$ cat config.mk
export PLATFORM = sky130hd
export DESIGN_NAME = bcd_cascade_counter
export DESIGN_NICKNAME = d
export VERILOG_FILES = /design/src/rtl/bcd_cascade_counter.sv
export SDC_FILE = /design/constraint.sdc
export NUM_CORES = 1
export LEC_CHECK = 0
export ABC_CLOCK_PERIOD_IN_PS = 5500
export BUFFER_PORTS_ARGS = -buffer_cell sky130_fd_sc_hd__buf_2
export CAP_MARGIN = 20
export CORE_UTILIZATION = 56
export DETAILED_ROUTE_END_ITERATION = 16
export MAX_ROUTING_LAYER = met4
export PLACE_DENSITY = 0.84
export SLEW_MARGIN = 20
export SYNTH_ARGS = -nofsm -noshare
export SYNTH_HDL_FRONTEND = slang
export SYNTH_SLANG_ARGS = --single-unit
export TNS_END_PERCENT = 50
$ cat constraint.sdc
create_clock -name clk -period 5.5 [get_ports clk]
set_clock_uncertainty 0.2 [all_clocks]
set_input_delay 0.275 -clock clk [delete_from_list [all_inputs] [get_ports clk]]
set_output_delay 0.275 -clock clk [all_outputs]
set_load 0.005 [all_outputs]
$ cat src/rtl/bcd_cascade_counter.sv
// bcd_cascade_counter
// Synchronous cascade of DIGITS modulo-MOD digits with up/down count,
// parallel load, count enable and a combinational terminal-count output.
// Every digit updates on the same clock edge. Carry and borrow are resolved
// combinationally across the whole chain, so no stage ripples into the next.
// Optional feature macro: SQUARE_OUT_EN adds the sq_out divided square wave,
// which toggles on every full wrap.
module bcd_cascade_counter #(
    parameter int DIGITS = 3,
    parameter int MOD    = 10,
    parameter int W      = 4
) (
    input  logic                clk,
    input  logic                rst,
    input  logic                en,
    input  logic                up,
    input  logic                load,
    input  logic [DIGITS*W-1:0] load_val,
    output logic [DIGITS*W-1:0] q,
    output logic                tc
`ifdef SQUARE_OUT_EN
    ,
    output logic                sq_out
`endif
);

    // Largest legal digit value. MOD is at most 2^W, so this fits in W bits.
    localparam logic [W-1:0] MAX_DIGIT = W'(MOD - 1);
    // Modulus widened by one bit. MOD == 2^W needs W+1 bits to compare.
    localparam logic [W:0]   MOD_EXT   = (W + 1)'(MOD);

    logic [DIGITS*W-1:0] q_reg;
    logic [DIGITS*W-1:0] count_next;
    logic [DIGITS*W-1:0] load_next;

    // carry_up[i]: all digits below i are at MAX_DIGIT.
    // carry_dn[i]: all digits below i are 0.
    // Index DIGITS covers the whole counter, so it marks a full wrap.
    logic [DIGITS:0] carry_up;
    logic [DIGITS:0] carry_dn;

    assign carry_up[0] = 1'b1;
    assign carry_dn[0] = 1'b1;

    for (genvar gi = 0; gi < DIGITS; gi++) begin : g_digit
        logic [W-1:0] digit;
        logic [W-1:0] ld;
        logic         is_max;
        logic         is_zero;
        logic         step;

        assign digit   = q_reg[gi*W +: W];
        assign ld      = load_val[gi*W +: W];
        assign is_max  = (digit == MAX_DIGIT);
        assign is_zero = (digit == '0);

        assign carry_up[gi+1] = carry_up[gi] & is_max;
        assign carry_dn[gi+1] = carry_dn[gi] & is_zero;

        // A digit steps when every lower digit is at the wrap point for the
        // current direction. Digit 0 always sees a true carry-in.
        assign step = up ? carry_up[gi] : carry_dn[gi];

        assign count_next[gi*W +: W] =
            !step   ? digit :
            up      ? (is_max  ? '0        : digit + W'(1)) :
                      (is_zero ? MAX_DIGIT : digit - W'(1));

        // A loaded digit outside 0..MOD-1 is stored as 0, so the counter
        // never holds an invalid digit.
        assign load_next[gi*W +: W] = ({1'b0, ld} >= MOD_EXT) ? '0 : ld;
    end

    // Count register. Priority is reset, then load, then count.
    always_ff @(posedge clk) begin
        if (rst) begin
            q_reg <= '0;
        end else if (load) begin
            q_reg <= load_next;
        end else if (en) begin
            q_reg <= count_next;
        end
    end

    assign q  = q_reg;
    assign tc = en & (up ? carry_up[DIGITS] : carry_dn[DIGITS]);

`ifdef SQUARE_OUT_EN
    logic sq_reg;

    // Toggle on each full wrap. A load on the same edge suppresses the toggle.
    always_ff @(posedge clk) begin
        if (rst) begin
            sq_reg <= 1'b0;
        end else if (tc && !load) begin
            sq_reg <= ~sq_reg;
        end
    end

    assign sq_out = sq_reg;
`endif

endmodule

==> flow_metrics.py, run 1 <==
metrics = {
    "finish": {
        "drive_above_1_share_pct": 22.1,
        "fin_nets": 190,
        "largest_reg_flops": 12,
        "diodes": 0,
        "area_growth_pct": 12.5,
    },
    "sta": {
        "setup_slack_ps": 3170,
        "max_slew_margin_pct": 67.6,
        "fmax_mhz": 429,
        "post-route-min-period_ps": 2330,
        "worst_hold_slack_ps": 95.2,
        "rsz0062_at_grt": "false",
        "finalSetupTns_ps": 0,
        "worstMarginPinSlew_ps": 483,
        "setup_viol": 0,
        "hold_viol": 0,
        "slew_viol_final": 0,
        "post-route-period-util_pct": 42.4,
    },
    "clock_network": {
        "cts_sinks": 12,
        "clk_pin_slew_ps": 80,
        "cts_resized": 0,
        "clk_latency_ps": 270,
        "cts_setup_buffers": 0,
        "cts_hold_buf": 0,
        "clock_path_buffers": 2,
        "cts_tree": "done",
        "htree_levels": 1,
        "cts_made_buffers": 3,
        "root_buffer": "clkbuf_4",
    },
    "drt": {
        "wl_um": 2760,
        "post-route-drc-count": 0,
        "initialDrtViolationCount": 29,
        "first_pass_iters": 5,
        "wl_per_cell_um": 14.0,
        "vias": 1271,
        "ant_nets": 0,
        "drt-vias-per-instance": 6.45,
    },
    "job": {
        "drv_cap": 0,
    },
    "place": {
        "place_congestion": 0.871,
        "port_buffers": 29,
        "hpwl_um": 1970,
        "pre_cts_ws_ps": 3310,
    },
    "global_route": {
        "grt_overflow": 0,
        "grt_usage_pct": 28.4,
        "grt_start_max_net_pins": 28,
        "grt_pass1_wl_um": 4410,
        "grt_pass1_vias": 1023,
        "antenna_found_initial": 0,
    },
    "worst_setup_path": {
        "worstSetupPathType": "flop to primary output",
        "worstPathRequired_ps": 5030,
        "cp.arrival_ps": 1850,
        "path_max_fanout": 13,
        "cp-end-kind": "primary output",
        "start_kind": "flop",
    },
    "power_and_ir_drop": {
        "powerDensity_mw_per_mm2": 196,
        "p_leak_nw": 0.488,
        "power_mw": 0.249,
        "peakVddDrop_v": 0.000138,
    },
    "synth": {
        "synth_cells": 155,
        "synth_flop_cell": "dfxtp_1",
        "synth_edf_count": 0,
        "syn-num-nets": 172,
        "ys_top_cells_by_area": "dfxtp_1 (21%), o21ai_0 (5.3%), nor4_1 (5.0%), a21oi_1 (4.0%), clkbuf_1 (3.7%)",
        "synth_top_area_cell": "dfxtp_1",
        "synth_top_area_share_pct": 21.2,
        "ys_warn_count": 0,
        "yosys-top-cells-count": "dfxtp_1 (12), o21ai_0 (12), clkbuf_1 (11)",
        "syn_area_mm2": 0.00113,
        "ys_seq_area_share_pct": 21.2,
        "async_flop_share_pct": 0,
        "ys_seq_elements": 12,
        "synth_area_per_cell_um2": 7.30,
        "ys_types": 47,
    },
    "floorplan": {
        "dieArea_mm2": 0.00220,
        "start_util_pct": 62.8,
        "die_w_um": 46.9,
        "pin_count": 30,
        "die_height_um": 46.9,
        "core_area_mm2": 0.00180,
        "rows": 15,
    },
    "worst_hold_path": {
        "min_path_type": "input pin to flop",
    },
    "outcome": {
        "status": "completed",
    },
}
worst paths after layout:
kind / start / to / slack [ps] / depth (start not counted)
setup reg to reg: q[0] / q[7] / 3320 / 4
hold reg to reg: q[2] / q[2] / 410 / 2
setup / recovery: q[0] / tc / 3170 / 5
hold / removal: load_val[1] / q[1] / 100 / 3
through the flow:
step | cells | area [um2] | utilization [%]
floorplan | 155 | 1130 | -
global placement | 193 | 1240 | 68.6
detailed placement | 193 | 1240 | 68.6
CTS | 197 | 1270 | 70.6
global route | 197 | 1270 | 70.6
finish | 197 | 1270 | 70.6
final cells by class:
cell class	count	area (um2)
Tap cell	25	31.3
Multi-Input combinational cell	123	805
Timing Repair Buffer	29	145
Fill cell	166	529
Sequential cell	12	240
Clock buffer	4	36.3
Inverter	4	15.0
cells by family after synthesis:
| group | Yosys count | synth area share (%) |
|---|---|---|
| and+or+nand+nor | 61 | 31.1 |
| AOI/OAI and AO/OA | 52 | 32.1 |
| buffers and inverters | 20 | 7.63 |
| DFF | 12 | 21.2 |
| xor gates and xnor gates | 8 | 6.19 |
| muxes | 2 | 1.77 |
cells in the final DEF, fill, tap and decap left out, types with 2 or more instances in the layout:
| master | n |
|---|---|
| inv_1 | 3 |
| o22ai_1 | 2 |
| o2111ai_1 | 3 |
| mux2i_1 | 2 |
| and3_1 | 3 |
| a311oi_1 | 4 |
| a31oi_1 | 2 |
| nor3_1 | 6 |
| nand3_1 | 4 |
| o21bai_1 | 2 |
| nor4_1 | 9 |
| nor3b_1 | 3 |
| o21ai_0 | 12 |
| or3_1 | 3 |
| a21oi_1 | 9 |
| and2_1 | 2 |
| nand2_1 | 9 |
| nor2_1 | 7 |
| a21boi_0 | 4 |
| nand2b_1 | 5 |
| a211oi_1 | 4 |
| clkbuf_4 | 3 |
| dfxtp_1 | 12 |
| nor2b_1 | 2 |
| xor2_1 | 4 |
| a211o_1 | 2 |
| buf_2 | 29 |
| xnor2_1 | 4 |
worst max-delay path, cell delays in order, from the launching register on:
cell and delay [ps]:
dfxtp_1 600, nand3_1 270, nor3_1 240, a21oi_1 60, nor4_1 250, buf_2 170
report_power, final:
part	switching, mW	internal [mW]
clock	0.0320	0.0402
sequential	0.0163	0.0926
combinational	0.0351	0.0329
routing by layer:
layer	GRT usage (%)	share of wire (%)	wire, um
met3	2.69	4.4	121
met5	-	0	0
met2	47.2	49	1350
met1	36.0	45	1250
met4	9.14	1.6	44
Note: power is estimated with default switching activity, not from simulation.
==> run 2, diff against run 1 <==
Settings changed: ABC_CLOCK_PERIOD_IN_PS 5500 to 2300, CORE_UTILIZATION 56 to 52, PLACE_DENSITY 0.84 to 0.79.
Clock period 5.5 ns to 2.3 ns, I/O delays scaled along.
==> flow_metrics.py, run 2 (synthesis gave the netlist of run 1 again) <==
metrics = {
    "outcome": {
        "status": "completed",
    },
    "global_route": {
        "grt.met1_usage_pct": 34.2,
        "grtUsageMet3_pct": 2.83,
        "grt-busiest-layer": "met2",
        "grt_overflow": 0,
        "antenna_found_initial": 0,
        "grt_pass1_vias": 1115,
        "grt_usage_pct": 26.8,
        "met2_usage_pct": 44.7,
        "grt_pass1_wl_um": 4930,
        "grt_start_max_net_pins": 18,
    },
    "sta": {
        "worstMarginPinSlew_ps": 489,
        "post-route-period-util_pct": 95.0,
        "slew_viol_final": 0,
        "post-route-min-period_ps": 2190,
        "hold_viol": 0,
        "rsz0062_at_grt": "false",
        "max_slew_margin_pct": 67.4,
        "finalSetupTns_ps": 0,
        "fmax_mhz": 458,
        "setup_viol": 0,
    },
    "floorplan": {
        "die_w_um": 48.6,
        "start_util_pct": 56.5,
        "pin_count": 30,
        "dieArea_mm2": 0.00237,
        "die_height_um": 48.6,
        "rows": 16,
        "core_area_mm2": 0.00200,
    },
    "finish": {
        "diodes": 0,
        "fill_cells": 178,
        "largest_reg_flops": 12,
        "layout.cells.non_filler": 213,
        "area_growth_pct": 24.2,
        "mostFrequentLayoutCell": "buf_2",
        "fin_nets": 204,
        "utilization_pct": 70.2,
        "drive_above_1_share_pct": 22.6,
        "final_cell_mix": "buf_2 (29), o21ai_0 (12), dfxtp_1 (12)",
    },
    "worst_setup_path": {
        "path_max_fanout": 11,
        "worst_path_max_delay_cell": "dfxtp_1",
        "worstPathRequired_ps": 1990,
        "critPathMostFrequentCell": "buf_4",
        "worstSetupPathType": "flop to primary output",
        "start_kind": "flop",
        "cp-end-kind": "primary output",
        "cp_top_family": "simple AND/OR/NAND/NOR gates",
        "cp_num_buf_inv": 3,
        "cp.arrival_ps": 1870,
        "cpPeakStageDelay_ps": 380,
        "cp_cell_sequence": "buf_4, nand3_1, buf_4, nor3_1, a21oi_1, nor4_1, buf_2",
    },
    "place": {
        "hpwl_um": 1940,
        "port_buffers": 29,
        "place_congestion": 0.816,
        "dp.cells": 199,
    },
    "clock_network": {
        "clock_path_buffers": 2,
        "root_buffer": "clkbuf_4",
        "htree_levels": 1,
        "cts_resized": 0,
        "clk_pin_slew_ps": 80,
        "cts_tree": "done",
        "cts_sinks": 12,
        "clk_latency_ps": 280,
        "cts_made_buffers": 3,
    },
    "drt": {
        "drt-vias-per-instance": 6.14,
        "ant_nets": 0,
        "initialDrtViolationCount": 57,
        "post-route-drc-count": 0,
        "wl_per_cell_um": 13.9,
        "first_pass_iters": 4,
        "vias": 1307,
        "wl_um": 2970,
    },
    "worst_hold_path": {
        "min_path_type": "input pin to flop",
    },
    "power_and_ir_drop": {
        "power.sequential.fraction_pct": 41.1,
        "power.switching_mw": 0.202,
        "pwr-share-clk_pct": 28.0,
        "comb_power_share_pct": 30.9,
        "powerDensity_mw_per_mm2": 438,
        "p_leak_nw": 0.546,
        "p_sw_share_pct": 32.9,
        "peakVddDrop_v": 0.000321,
        "intPower_mw": 0.413,
    },
    "job": {
        "drv_cap": 0,
    },
}
[run 2: cell types whose count changed in the layout (fill, tap and decap cells not counted)]
cell | before | now
dlygate4sd3_1 | 0 | 10
buf_4 | 0 | 4
[run 2: per-stage QoR]
stage | total power [mW] | setup slack, ps | instance area [um2] | hold slack (ps)
global route | 0.654 | 21.5 | 1410 | 19.6
global placement | 0.425 | 284 | 1270 | 239
detailed placement | 0.429 | 221 | 1270 | 244
CTS | 0.613 | 180 | 1410 | 1.08
floorplan | 0.376 | 237 | 1130 | 65.6
finish | 0.615 | 115 | 1410 | 5.46
[run 2: worst reg2reg max path, cell delays in order (launching register included)]
cell     delay (ps)
dfxtp_1         390
nor3b_1         390
a21bo_2         320
or4_1           530
a31o_1          180
[run 2: final timing paths]
| kind | slack, ps | start | depth (start not counted) | end |
|---|---|---|---|---|
| worst min register to register | 400 | q[2] | 2 | q[2] |
| worst max register to register | 180 | q[2] | 4 | q[7] |
| worst min-delay path | 5 | rst | 2 | q[2] |
| worst max-delay path | 110 | q[0] | 7 | tc |
[run 2: per-layer routing]
metal	vias up	wire [um]
met5	-	0
met4	0	36
met3	5	172
met2	53	1440
met1	604	1320
li1	645	-
[run 2: area by class of cell]
cell class / instances / area, um2 / share of cell area (%)
well taps: 27 / 33.8 / 2.40
multi-input cells: 123 / 805 / 57.3
clock buffers: 4 / 36.3 / 2.58
repair buffers: 43 / 275 / 19.6
flip-flops and latches: 12 / 240 / 17.1
inverters: 4 / 15.0 / 1.07
[run 2: what timing repair did]
action / 4_1_cts / 5_1_grt
hold buffers: 10 / 0
endpoints found under the hold margin: 8 / 0
buffers inserted: 0 / 0
[run 2: power by group through the flow]
stage / clock network [mW] / registers (mW) / logic, mW
floorplan: 0 / 0.240 / 0.136
finish: 0.172 / 0.253 / 0.190
global placement: 0 / 0.255 / 0.171
CTS: 0.173 / 0.251 / 0.188
global route: 0.187 / 0.257 / 0.210
detailed placement: 0 / 0.256 / 0.173
